--- config.mk ---
export PLATFORM = sky130hd
export DESIGN_NAME = window_feeder
export DESIGN_NICKNAME = d
export VERILOG_FILES = /design/src/rtl/win_pkg.sv /design/src/rtl/line_buf.sv /design/src/rtl/window_feeder.sv
export SDC_FILE = /design/constraint.sdc
export NUM_CORES = 1
export LEC_CHECK = 0
export ABC_CLOCK_PERIOD_IN_PS = 58500
export BUFFER_PORTS_ARGS = -buffer_cell sky130_fd_sc_hd__buf_4
export CELL_PAD_IN_SITES_DETAIL_PLACEMENT = 2
export CELL_PAD_IN_SITES_GLOBAL_PLACEMENT = 2
export CORE_MARGIN = 10
export CORE_UTILIZATION = 35
export CTS_BUF_LIST = sky130_fd_sc_hd__clkbuf_8
export CTS_CLUSTER_DIAMETER = 100
export DETAILED_ROUTE_END_ITERATION = 6
export GPL_TIMING_DRIVEN = 1
export PLACE_DENSITY = 0.72
export SLEW_MARGIN = 30
export SYNTH_ARGS = -nofsm -noshare
export SYNTH_HDL_FRONTEND = slang
export SYNTH_SLANG_ARGS = --single-unit
--- constraint.sdc ---
create_clock -name clk -period 58.5 [get_ports clk]
set_input_delay 11.7 -clock clk [delete_from_list [all_inputs] [get_ports clk]]
set_output_delay 11.7 -clock clk [all_outputs]
set_load 0.1 [all_outputs]
--- src/rtl/win_pkg.sv ---
// Shared constants and state encoding for the 3x3 window feeder.
package win_pkg;

  localparam int DEF_WIDTH = 8;
  localparam int DEF_IMG_W = 28;
  localparam int DEF_IMG_H = 28;

  typedef enum logic [1:0] {
    ST_IDLE = 2'd0,
    ST_RUN  = 2'd1,
    ST_DONE = 2'd2
  } state_t;

endpackage

--- src/rtl/line_buf.sv ---
// Shift-register line buffer: dout is the sample written DEPTH shifts ago.
module line_buf
  import win_pkg::*;
#(
  parameter int WIDTH = DEF_WIDTH,
  parameter int DEPTH = DEF_IMG_W
) (
  input  logic             clk,
  input  logic             rst,
  input  logic             shift_en,
  input  logic [WIDTH-1:0] din,
  output logic [WIDTH-1:0] dout
);

  logic [WIDTH-1:0] mem [DEPTH];

  // Shift one slot per captured pixel; reset wipes the whole row
  always_ff @(posedge clk or posedge rst) begin
    if (rst) begin
      for (int i = 0; i < DEPTH; i++) mem[i] <= '0;
    end else if (shift_en) begin
      mem[0] <= din;
      for (int i = 1; i < DEPTH; i++) mem[i] <= mem[i-1];
    end
  end

  assign dout = mem[DEPTH-1];

endmodule

--- src/rtl/window_feeder.sv ---
// Streams a frame out of a pixel FIFO and presents sliding 3x3 windows to
// the convolution core. Optional feature macro: WIN_CNT_EN adds the
// saturating win_count output.
//
// state | meaning
// IDLE  | waiting for start, outputs quiet
// RUN   | issuing reads and capturing pixels of the frame
// DONE  | one-cycle frame_done pulse, then back to IDLE
module window_feeder
  import win_pkg::*;
#(
  parameter int WIDTH = DEF_WIDTH,
  parameter int IMG_W = DEF_IMG_W,
  parameter int IMG_H = DEF_IMG_H
) (
  input  logic               clk,
  input  logic               rst,
  input  logic               start,
  input  logic               fifo_empty,
  input  logic [WIDTH-1:0]   fifo_dout,
  output logic               fifo_ren,
  output logic               win_update,
  output logic [3*WIDTH-1:0] activate2,
  output logic [3*WIDTH-1:0] activate1,
  output logic [3*WIDTH-1:0] activate0,
  output logic               busy,
  output logic               frame_done
`ifdef WIN_CNT_EN
  ,
  output logic [15:0]        win_count
`endif
);

  localparam int NPIX  = IMG_W * IMG_H;
  localparam int CNT_W = $clog2(NPIX + 1);
  localparam int COL_W = $clog2(IMG_W);
  localparam int ROW_W = $clog2(IMG_H);

  localparam logic [CNT_W-1:0] NPIX_C   = CNT_W'(NPIX);
  localparam logic [COL_W-1:0] COL_LAST = COL_W'(IMG_W - 1);
  localparam logic [ROW_W-1:0] ROW_LAST = ROW_W'(IMG_H - 1);
  localparam logic [COL_W-1:0] COL_TWO  = COL_W'(2);
  localparam logic [ROW_W-1:0] ROW_TWO  = ROW_W'(2);

  state_t           state_q, state_d;
  logic [CNT_W-1:0] rd_left;
  logic             pix_vld;
  logic [COL_W-1:0] col_q;
  logic [ROW_W-1:0] row_q;
  logic [WIDTH-1:0] lb1_dout, lb2_dout;
  logic [WIDTH-1:0] win_q   [3][3];
  logic [WIDTH-1:0] win_nxt [3][3];
  logic             start_ok;
  logic             last_pix;
  logic             win_hit;

  assign start_ok = (state_q == ST_IDLE) && start;
  assign last_pix = pix_vld && (col_q == COL_LAST) && (row_q == ROW_LAST);
  // Only windows whose three columns all lie in the current row are valid
  assign win_hit  = pix_vld && (row_q >= ROW_TWO) && (col_q >= COL_TWO);

  // State register
  always_ff @(posedge clk or posedge rst) begin
    if (rst) state_q <= ST_IDLE;
    else     state_q <= state_d;
  end

  // Next-state and state-decoded outputs
  always_comb begin
    state_d    = state_q;
    fifo_ren   = 1'b0;
    busy       = 1'b0;
    frame_done = 1'b0;
    case (state_q)
      ST_IDLE: begin
        if (start) state_d = ST_RUN;
      end
      ST_RUN: begin
        busy     = 1'b1;
        fifo_ren = !fifo_empty && (rd_left != '0);
        if (last_pix) state_d = ST_DONE;
      end
      ST_DONE: begin
        busy       = 1'b1;
        frame_done = 1'b1;
        state_d    = ST_IDLE;
      end
      default: state_d = ST_IDLE;
    endcase
  end

  // Reads still to issue this frame; stops reads once the frame is requested
  always_ff @(posedge clk or posedge rst) begin
    if (rst)           rd_left <= '0;
    else if (start_ok) rd_left <= NPIX_C;
    else if (fifo_ren) rd_left <= rd_left - 1'b1;
  end

  // FIFO data lands one cycle after the read strobe
  always_ff @(posedge clk or posedge rst) begin
    if (rst) pix_vld <= 1'b0;
    else     pix_vld <= fifo_ren;
  end

  // Position of the pixel being captured next
  always_ff @(posedge clk or posedge rst) begin
    if (rst) begin
      col_q <= '0;
      row_q <= '0;
    end else if (start_ok) begin
      col_q <= '0;
      row_q <= '0;
    end else if (pix_vld) begin
      if (col_q == COL_LAST) begin
        col_q <= '0;
        row_q <= (row_q == ROW_LAST) ? '0 : row_q + 1'b1;
      end else begin
        col_q <= col_q + 1'b1;
      end
    end
  end

  line_buf #(.WIDTH(WIDTH), .DEPTH(IMG_W)) u_lb1 (
    .clk      (clk),
    .rst      (rst),
    .shift_en (pix_vld),
    .din      (fifo_dout),
    .dout     (lb1_dout)
  );

  line_buf #(.WIDTH(WIDTH), .DEPTH(IMG_W)) u_lb2 (
    .clk      (clk),
    .rst      (rst),
    .shift_en (pix_vld),
    .din      (lb1_dout),
    .dout     (lb2_dout)
  );

  // Window after this capture: drop column c-2, append the new column
  always_comb begin
    for (int k = 0; k < 3; k++) begin
      win_nxt[k][0] = win_q[k][1];
      win_nxt[k][1] = win_q[k][2];
    end
    win_nxt[0][2] = lb2_dout;
    win_nxt[1][2] = lb1_dout;
    win_nxt[2][2] = fifo_dout;
  end

  // Sliding 3x3 window register
  always_ff @(posedge clk or posedge rst) begin
    if (rst) begin
      for (int k = 0; k < 3; k++)
        for (int j = 0; j < 3; j++) win_q[k][j] <= '0;
    end else if (start_ok) begin
      for (int k = 0; k < 3; k++)
        for (int j = 0; j < 3; j++) win_q[k][j] <= '0;
    end else if (pix_vld) begin
      win_q <= win_nxt;
    end
  end

  // Presented window only changes with a strobe, so the core sees it stable
  always_ff @(posedge clk or posedge rst) begin
    if (rst) begin
      win_update <= 1'b0;
      activate2  <= '0;
      activate1  <= '0;
      activate0  <= '0;
    end else begin
      win_update <= win_hit;
      if (win_hit) begin
        activate2 <= {win_nxt[0][0], win_nxt[0][1], win_nxt[0][2]};
        activate1 <= {win_nxt[1][0], win_nxt[1][1], win_nxt[1][2]};
        activate0 <= {win_nxt[2][0], win_nxt[2][1], win_nxt[2][2]};
      end
    end
  end

`ifdef WIN_CNT_EN
  // Windows emitted since start; saturates rather than wrapping
  always_ff @(posedge clk or posedge rst) begin
    if (rst)                                     win_count <= '0;
    else if (start_ok)                           win_count <= '0;
    else if (win_update && win_count != 16'hFFFF) win_count <= win_count + 16'd1;
  end
`endif

endmodule

==> impl_metrics.ini, run 1 <==
[finish]
stdcell_count = 2498
final_common_cell = dfrtp_1
nets = 1587
syn_to_final_growth_pct = 15.9
drive_gt1_share_pct = 46.3
ff_latch_area_sq_um = 14800
fill_cells = 6156
layout_common_cells = 591 x dfrtp_1, 436 x mux2_2, 135 x clkbuf_8
multi_input_area_sq_um = 7380

[floorplan]
die_h_um = 275
core-area_sq_um = 64300
ios = 88
rows = 93
fp.dieW_um = 275
die_area_sq_um = 75400
initial_core_util_pct = 35.2

[synthesis]
synth_top_cell_by_area = dfrtp_1
syn_nets = 1454
synth-seq-cells = 592
yosysTopAreaCellShare_pct = 65.3
synth_flop_cell = dfrtp_1
synth_cell_types = 39
synthTopCellsByArea = dfrtp_1 65%, mux2_2 22%, mux2_4 4.6%, mux2i_1 1.6%, buf_2 1.1%
synth_warnings = 0
synth_edf_count = 0
ys_seq_area_share_pct = 65.3
async_flop_share_pct = 100
syn_area_sq_um = 22700
syn_inst = 1433
postSynthAreaPerCell_sq_um = 15.8

[global_routing]
antenna_found_initial = 1
overflow = 0
grt_pass1_vias = 13607
grt_pass1_wl_um = 72600
grt_max_degree = 173
grt_use_total_pct = 11.6

[clock_tree]
post_cts_buffers = 0
cts.clk_slew.worst_paths_ns = 0.06
cts_root_buf = clkbuf_8
cts_resized = 0
clock_path_buffers = 3
numCtsBuffers = 102
cts_sinks = 592
clk_latency_ns = 0.68
cts_tree = yes
htree_levels = 3
cts.hold.buffers_added = 0

[placed_design]
place_congestion = 0.686
portBuffers = 87
place_inst = 2316
hpwl_um = 25100

[power]
p_sw_mw = 0.368
ir_drop_mv = 0.0189
p_int_mw = 0.787
p_seq_share_pct = 44.9
p_leak_nw = 13.0
clkPwrFrac_pct = 32.1
power_switching_share_pct = 31.8
combPwrFrac_pct = 23.0
p_per_area_nw_per_um2 = 43.9

[critical_path]
crit_chain = buf_4 > nand2b_1 > a31o_2 > inv_1 > buf_4
crit_required_ns = 46.80
end_kind = output port
critical_path_depth = 5
crit_family = buffers and inverters
criticalPathCategory = in -> out
critPathMaxFanout = 9
worstRegToRegCells = 4
slowest_stage = buf_4
max_stage_delay_ns = 0.33
critical_path.startpoint_type = input port
worstPathArrival_ns = 12.78
crit_top_cell = buf_4
cp.buffers_inverters = 3

[timing]
clock_skew_ns = 0.0398
setup_tns_ns = 0
rsz0062_at_grt = false
max_clock_freq_mhz = 40.8
worst_slew_pin_slew_ns = 0.921
setup_viol = 0
finalCriticalPeriod_ns = 24.48
slew_violations = 0
hold_viol = 0
relSlewSlack_pct = 38.6
holdWs_ns = 0.472
period_share_pct = 41.8

[detailed_routing]
drt_iter0_markers = 599
wirelength_um = 42700
remaining_drc_errors = 0
dr.pass1.iters = 4
via_per_inst = 4.69
wl_per_cell_um = 17.1
ant_nets = 0
dr_total_vias = 11727

[min_path]
min_path_type = reg -> reg
min_path_cells = 1

[run_status]
status = finished clean

[run]
cap_violations = 0
[final cells by class]
type,instances,area share (%)
inverters,26,0.419
flip-flops and latches,592,56.4
diodes,1,0.00952
well taps,855,4.07
clock buffers,135,7.07
clock inverters,45,0.800
repair buffers,102,3.17
multi-input cells,742,28.1
[kinds of logic (layout without fill, tap and decap cells)]
family	count (synthesis)	count (layout)	synth area share (%)
buffers and inverters	99	308	2.15
AND/OR/NAND/NOR	127	127	2.52
adder cells (fa/ha/maj)	9	9	0.497
AO/OA/AOI/OAI	63	63	1.62
multiplexers	541	541	27.8
flip-flops	592	592	65.3
XOR/XNOR	2	2	0.0773
other	0	1	0
[state kept, by name (all words and copies together) (netlist names), 2 cells and up]
| signal | count |
|---|---|
| u_lb1.mem | 216 |
| u_lb2.mem | 216 |
| win_nxt | 48 |
| activate0 | 24 |
| activate1 | 24 |
| activate2 | 24 |
| rd_left | 10 |
| u_lb1.dout | 8 |
| u_lb2.dout | 8 |
| col_q | 5 |
| row_q | 5 |
| state_q | 2 |
[per-layer routing]
metal	share of wire (%)	global-route usage [%]
met1	45	14.7
met2	48	18.8
met3	4.7	2.91
met4	2.2	4.55
met5	0	0
[power groups by stage]
stage	Clock [mW]	Sequential (mW)	Combinational (mW)
global route	0.410	0.528	0.286
finish	0.370	0.518	0.266
global placement	0	0.520	0.262
detailed placement	0	0.526	0.270
CTS	0.388	0.520	0.272
floorplan	0	0.577	0.157
[Yosys cell counts, drive strengths merged (2+ instances only)]
| cell type | number |
|---|---|
| o31ai | 3 |
| buf | 58 |
| a31o | 2 |
| inv | 26 |
| or4 | 3 |
| mux2 | 505 |
| nand4 | 2 |
| nand3 | 4 |
| nand4b | 2 |
| dfrtp | 592 |
| o211ai | 2 |
| nand2b | 3 |
| nor4 | 2 |
| nor3b | 3 |
| or3 | 2 |
| nand2 | 42 |
| a21oi | 28 |
| nor2b | 3 |
| o21ai | 23 |
| xnor2 | 2 |
| and2 | 2 |
| mux2i | 36 |
| nor3 | 6 |
| nor2 | 50 |
| clkbuf | 15 |
| ha | 9 |
[final timing paths]
path / slack (ns) / start / end
min: 0.47 / u_lb1.mem[201]$_DFFE_PP0P_ / u_lb1.mem[193]$_DFFE_PP0P_
max in group asynchronous: 45.33 / rst / u_lb2.mem[14]$_DFFE_PP0P_
max: 34.02 / fifo_empty / fifo_ren
min in group asynchronous: 11.11 / rst / activate1[16]$_DFFE_PP0P_
max reg2reg: 55.35 / pix_vld$_DFF_PP0_ / activate2[23]$_DFFE_PP0P_
min reg2reg: 0.47 / u_lb1.mem[201]$_DFFE_PP0P_ / u_lb1.mem[193]$_DFFE_PP0P_
[per-stage QoR]
step | instance area, sq um | total power [mW] | setup slack, ns | util (%)
global placement | 24200 | 0.781 | 34.08 | 37.5
floorplan | 22700 | 0.734 | 30.23 | -
CTS | 26200 | 1.18 | 34.03 | 40.7
global route | 26300 | 1.22 | 33.99 | 40.8
detailed placement | 24200 | 0.796 | 34.02 | 37.5
finish | 26300 | 1.15 | 34.02 | 40.8
[worst reg2reg max path: cells and delay by family (launching register included)]
family | cells | cell delay (ns)
AOI/OAI and AO/OA | 2 | 0.83
DFF | 1 | 0.89
muxes | 1 | 0.47
buffers and inverters | 1 | 0.83
Note: power is estimated with default switching activity, not from simulation.
==> run 2: changes to the inputs <==
ABC_CLOCK_PERIOD_IN_PS = 24900   (was 58500)
clock period = 24.9 ns   (was 58.5 ns; I/O delays follow)
==> impl_metrics.ini, run 2 (synthesis results as in run 1) <==
[finish]
drive_gt1_share_pct = 46.3
fill_cells = 6163
final_common_cell = dfrtp_1
fin_util_pct = 40.7
ff_latch_area_sq_um = 14800
fin_area_sq_um = 26200
multi_input_area_sq_um = 7380
nets = 1587
syn_to_final_growth_pct = 15.5
layout_common_cells = 591 x dfrtp_1, 436 x mux2_2, 123 x clkbuf_8

[detailed_routing]
wirelength_um = 43000
via_per_inst = 4.72
wl_per_cell_um = 17.3
drt_iter0_markers = 550
dr_total_vias = 11765
dr.pass1.iters = 6
ant_nets = 0
remaining_drc_errors = 0

[timing]
max_clock_freq_mhz = 90.5
period_share_pct = 44.4
relSlewSlack_pct = 37.2
clock_skew_ns = 0.0442
slew_violations = 0
finalCriticalPeriod_ns = 11.05
rsz0062_at_grt = false
hold_viol = 0
worst_slew_pin_slew_ns = 0.942
setup_viol = 0
setup_tns_ns = 0

[floorplan]
die_h_um = 275
ios = 88
core-area_sq_um = 64300
rows = 93
initial_core_util_pct = 35.2
die_area_sq_um = 75400
fp.dieW_um = 275

[run]
cap_violations = 0

[clock_tree]
numCtsBuffers = 102
clk_latency_ns = 0.69
cts_sinks = 592
cts.clk_slew.worst_paths_ns = 0.06
cts_root_buf = clkbuf_8
cts_tree = yes
htree_levels = 3
clock_path_buffers = 3
cts_resized = 0
cts.hold.buffers_added = 0
post_cts_buffers = 0

[global_routing]
overflow = 0
grt_pass1_vias = 13698
antenna_found_initial = 1
grt_max_degree = 195
grt_use_total_pct = 11.6
grt_pass1_wl_um = 72900

[power]
p_per_area_nw_per_um2 = 103
p_leak_nw = 13.0
ir_drop_mv = 0.0524

[placed_design]
place_congestion = 0.709
hpwl_um = 24900
portBuffers = 87
place_area_sq_um = 24200

[run_status]
status = finished clean

[critical_path]
crit_family = buffers and inverters
cp.buffers_inverters = 3
critical_path.startpoint_type = input port
end_kind = output port
critPathMaxFanout = 9
slowest_stage = buf_4
crit_chain = buf_4 > nand2b_1 > a31o_2 > inv_1 > buf_4
criticalPathCategory = in -> out
crit_top_cell = buf_4
crit_required_ns = 19.92
max_stage_delay_ns = 0.33
worstPathArrival_ns = 6.07

[min_path]
min_path_type = reg -> reg
run 2: stage by stage:
step                hold WS, ns  setup slack, ns  total power, mW  cells
floorplan                 0.475             3.35             1.72   1433
global placement          0.483            13.93             1.84   2316
detailed placement        0.489            13.87             1.87   2316
CTS                       0.474            13.86             2.76   2488
global route              0.499            13.80             2.87   2490
finish                    0.477            13.85             2.70   2490
run 2: path summary, 6_finish.rpt:
path	depth (start not counted)	to	startpoint	slack, ns
setup / recovery	5	fifo_ren	fifo_empty	13.85
max in group asynchronous	5	u_lb2.mem[191]$_DFFE_PP0P_	rst	18.20
hold / removal	1	u_lb1.mem[153]$_DFFE_PP0P_	u_lb1.mem[161]$_DFFE_PP0P_	0.48
min in group asynchronous	2	activate1[8]$_DFFE_PP0P_	rst	4.40
hold reg to reg	1	u_lb1.mem[153]$_DFFE_PP0P_	u_lb1.mem[161]$_DFFE_PP0P_	0.48
setup reg to reg	5	activate2[23]$_DFFE_PP0P_	pix_vld$_DFF_PP0_	21.45
run 2: layer usage:
metal / part of all wire [%] / global-route usage [%] / vias to the layer above
li1: - / - / 5265
met1: 45 / 14.5 / 6252
met2: 49 / 19.2 / 181
met3: 4.6 / 2.87 / 67
met4: 2.1 / 4.61 / 0
met5: 0 / 0 / -
run 2: where the power goes:
group / internal, mW / switching, mW / total [mW]
logic: 0.249 / 0.377 / 0.626
clock network: 0.474 / 0.383 / 0.857
registers: 1.12 / 0.103 / 1.22
run 2: final cells by class:
class / count / area share [%]
flip-flops and latches: 592 / 56.6
clock inverters: 49 / 1.12
well taps: 855 / 4.09
inverters: 26 / 0.401
multi-input cells: 742 / 28.2
diodes: 1 / 0.00956
repair buffers: 102 / 3.15
clock buffers: 123 / 6.47
==> run 3: changes to the inputs <==
ABC_CLOCK_PERIOD_IN_PS = 9400   (was 24900)
PLACE_DENSITY = 0.74   (was 0.72)
clock period = 9.4 ns   (was 24.9 ns; I/O delays follow)
==> impl_metrics.ini, run 3 (synthesis results as in run 1) <==
[power]
p_int_mw = 4.89
power_switching_share_pct = 32.0
p_leak_nw = 13.0
p_sw_mw = 2.30
combPwrFrac_pct = 23.2
ir_drop_mv = 0.102
clkPwrFrac_pct = 31.9
p_seq_share_pct = 44.9
p_per_area_nw_per_um2 = 274

[timing]
finalCriticalPeriod_ns = 4.83
clock_skew_ns = 0.0271
setup_viol = 0
setup_tns_ns = 0
hold_viol = 0
slew_violations = 0
relSlewSlack_pct = 38.1
worst_slew_pin_slew_ns = 0.928
max_clock_freq_mhz = 207
rsz0062_at_grt = false
holdWs_ns = 0.490
setup_slack_ns = 4.57
period_share_pct = 51.4

[finish]
syn_to_final_growth_pct = 15.7
stdcell_count = 2491
final_common_cell = dfrtp_1
fin_area_sq_um = 26200
drive_gt1_share_pct = 46.5
layout_common_cells = 591 x dfrtp_1, 436 x mux2_2, 128 x clkbuf_8
nets = 1582

[detailed_routing]
remaining_drc_errors = 0
dr_total_vias = 11709
drt_iter0_markers = 569
wl_per_cell_um = 17.8
wirelength_um = 44400
dr.pass1.iters = 4
ant_nets = 0
via_per_inst = 4.70

[global_routing]
grt_use_total_pct = 12.1
grt_pass1_wl_um = 74900
overflow = 0
grt_pass1_vias = 13731
antenna_found_initial = 1
grt_max_degree = 142

[critical_path]
critical_path_depth = 5
critical_path.startpoint_type = input port
cp.buffers_inverters = 3
worstRegToRegCells = 4
slowest_stage = buf_4
crit_required_ns = 7.52
critPathMaxFanout = 9
crit_top_cell = buf_4
max_stage_delay_ns = 0.32
worstPathArrival_ns = 2.95
end_kind = output port
crit_family = buffers and inverters
crit_chain = buf_4 > nand2b_1 > a31o_2 > inv_1 > buf_4
criticalPathCategory = in -> out

[floorplan]
core-area_sq_um = 64300
die_area_sq_um = 75400
fp.dieW_um = 275
rows = 93
initial_core_util_pct = 35.2
ios = 88
die_h_um = 275

[placed_design]
place_area_sq_um = 24200
dp_slack_ns = 4.58
portBuffers = 87
place_inst = 2317
place_congestion = 0.696
hpwl_um = 26300

[clock_tree]
cts_tree = yes
cts_resized = 0
cts_root_buf = clkbuf_8
cts_sinks = 592
post_cts_buffers = 0
clk_latency_ns = 0.68
cts.hold.buffers_added = 0
cts.clk_slew.worst_paths_ns = 0.06
clock_path_buffers = 3
numCtsBuffers = 97
htree_levels = 3

[run_status]
status = finished clean

[min_path]
min_path_cells = 1
min_path_type = reg -> reg

[run]
cap_violations = 0
-- run 3: changes by cell type in the layout (fill, tap and decap cells not counted) --
cell and delta:
buf_6 +6, buf_12 -1, buf_4 -5, clkbuf_8 +5, clkinv_2 -2, inv_2 +1, inv_6 +1, and2_2 -1
bufinv_16 -1, and2_4 +1, inv_1 -3
-- run 3: area by class of cell --
cell class,count,area [sq um]
antenna,1,2.50
fill,6194,38100
clock buffer,128,1760
tap,855,1070
timing repair buffer,102,836
sequential,592,14800
inverter,26,101
multi-input combinational,742,7380
clock inverter,45,259
-- run 3: final timing paths --
| check | start | endpoint | slack [ns] |
|---|---|---|---|
| worst min register to register | u_lb2.mem[29]$_DFFE_PP0P_ | u_lb2.mem[21]$_DFFE_PP0P_ | 0.49 |
| worst max register to register | pix_vld$_DFF_PP0_ | u_lb2.mem[191]$_DFFE_PP0P_ | 5.87 |
| worst max-delay path | fifo_empty | fifo_ren | 4.57 |
| min in group asynchronous | rst | u_lb1.mem[137]$_DFFE_PP0P_ | 1.32 |
| max in group asynchronous | rst | u_lb2.mem[95]$_DFFE_PP0P_ | 6.17 |
| worst min-delay path | u_lb2.mem[29]$_DFFE_PP0P_ | u_lb2.mem[21]$_DFFE_PP0P_ | 0.49 |
-- run 3: worst register-to-register path, delay by kind of cell, from the launching register on --
| kind | cells | cell delay [ns] |
|---|---|---|
| buf+inv | 3 | 2.23 |
| mux | 1 | 0.45 |
| flops | 1 | 0.72 |
-- run 3: per-layer routing --
layer / track usage (%) / part of all wire [%] / vias up
met5: 0 / 0 / -
met4: 4.57 / 2.1 / 0
met3: 3.31 / 4.7 / 75
met2: 19.9 / 49 / 165
met1: 15.1 / 44 / 6212
li1: - / - / 5257
-- run 3: per-stage QoR --
stage	power, mW	util (%)
after floorplan	4.57	-
after global placement	4.86	37.5
after detailed placement	4.95	37.6
after CTS	7.32	40.7
after global routing	7.60	40.8
final	7.19	40.8
-- run 3: power by group through the flow --
stage | sequential (mW) | combinational (mW) | clock, mW
finish | 3.23 | 1.67 | 2.29
global placement | 3.23 | 1.63 | 0
global route | 3.29 | 1.80 | 2.52
floorplan | 3.59 | 0.976 | 0
detailed placement | 3.27 | 1.69 | 0
CTS | 3.23 | 1.70 | 2.39
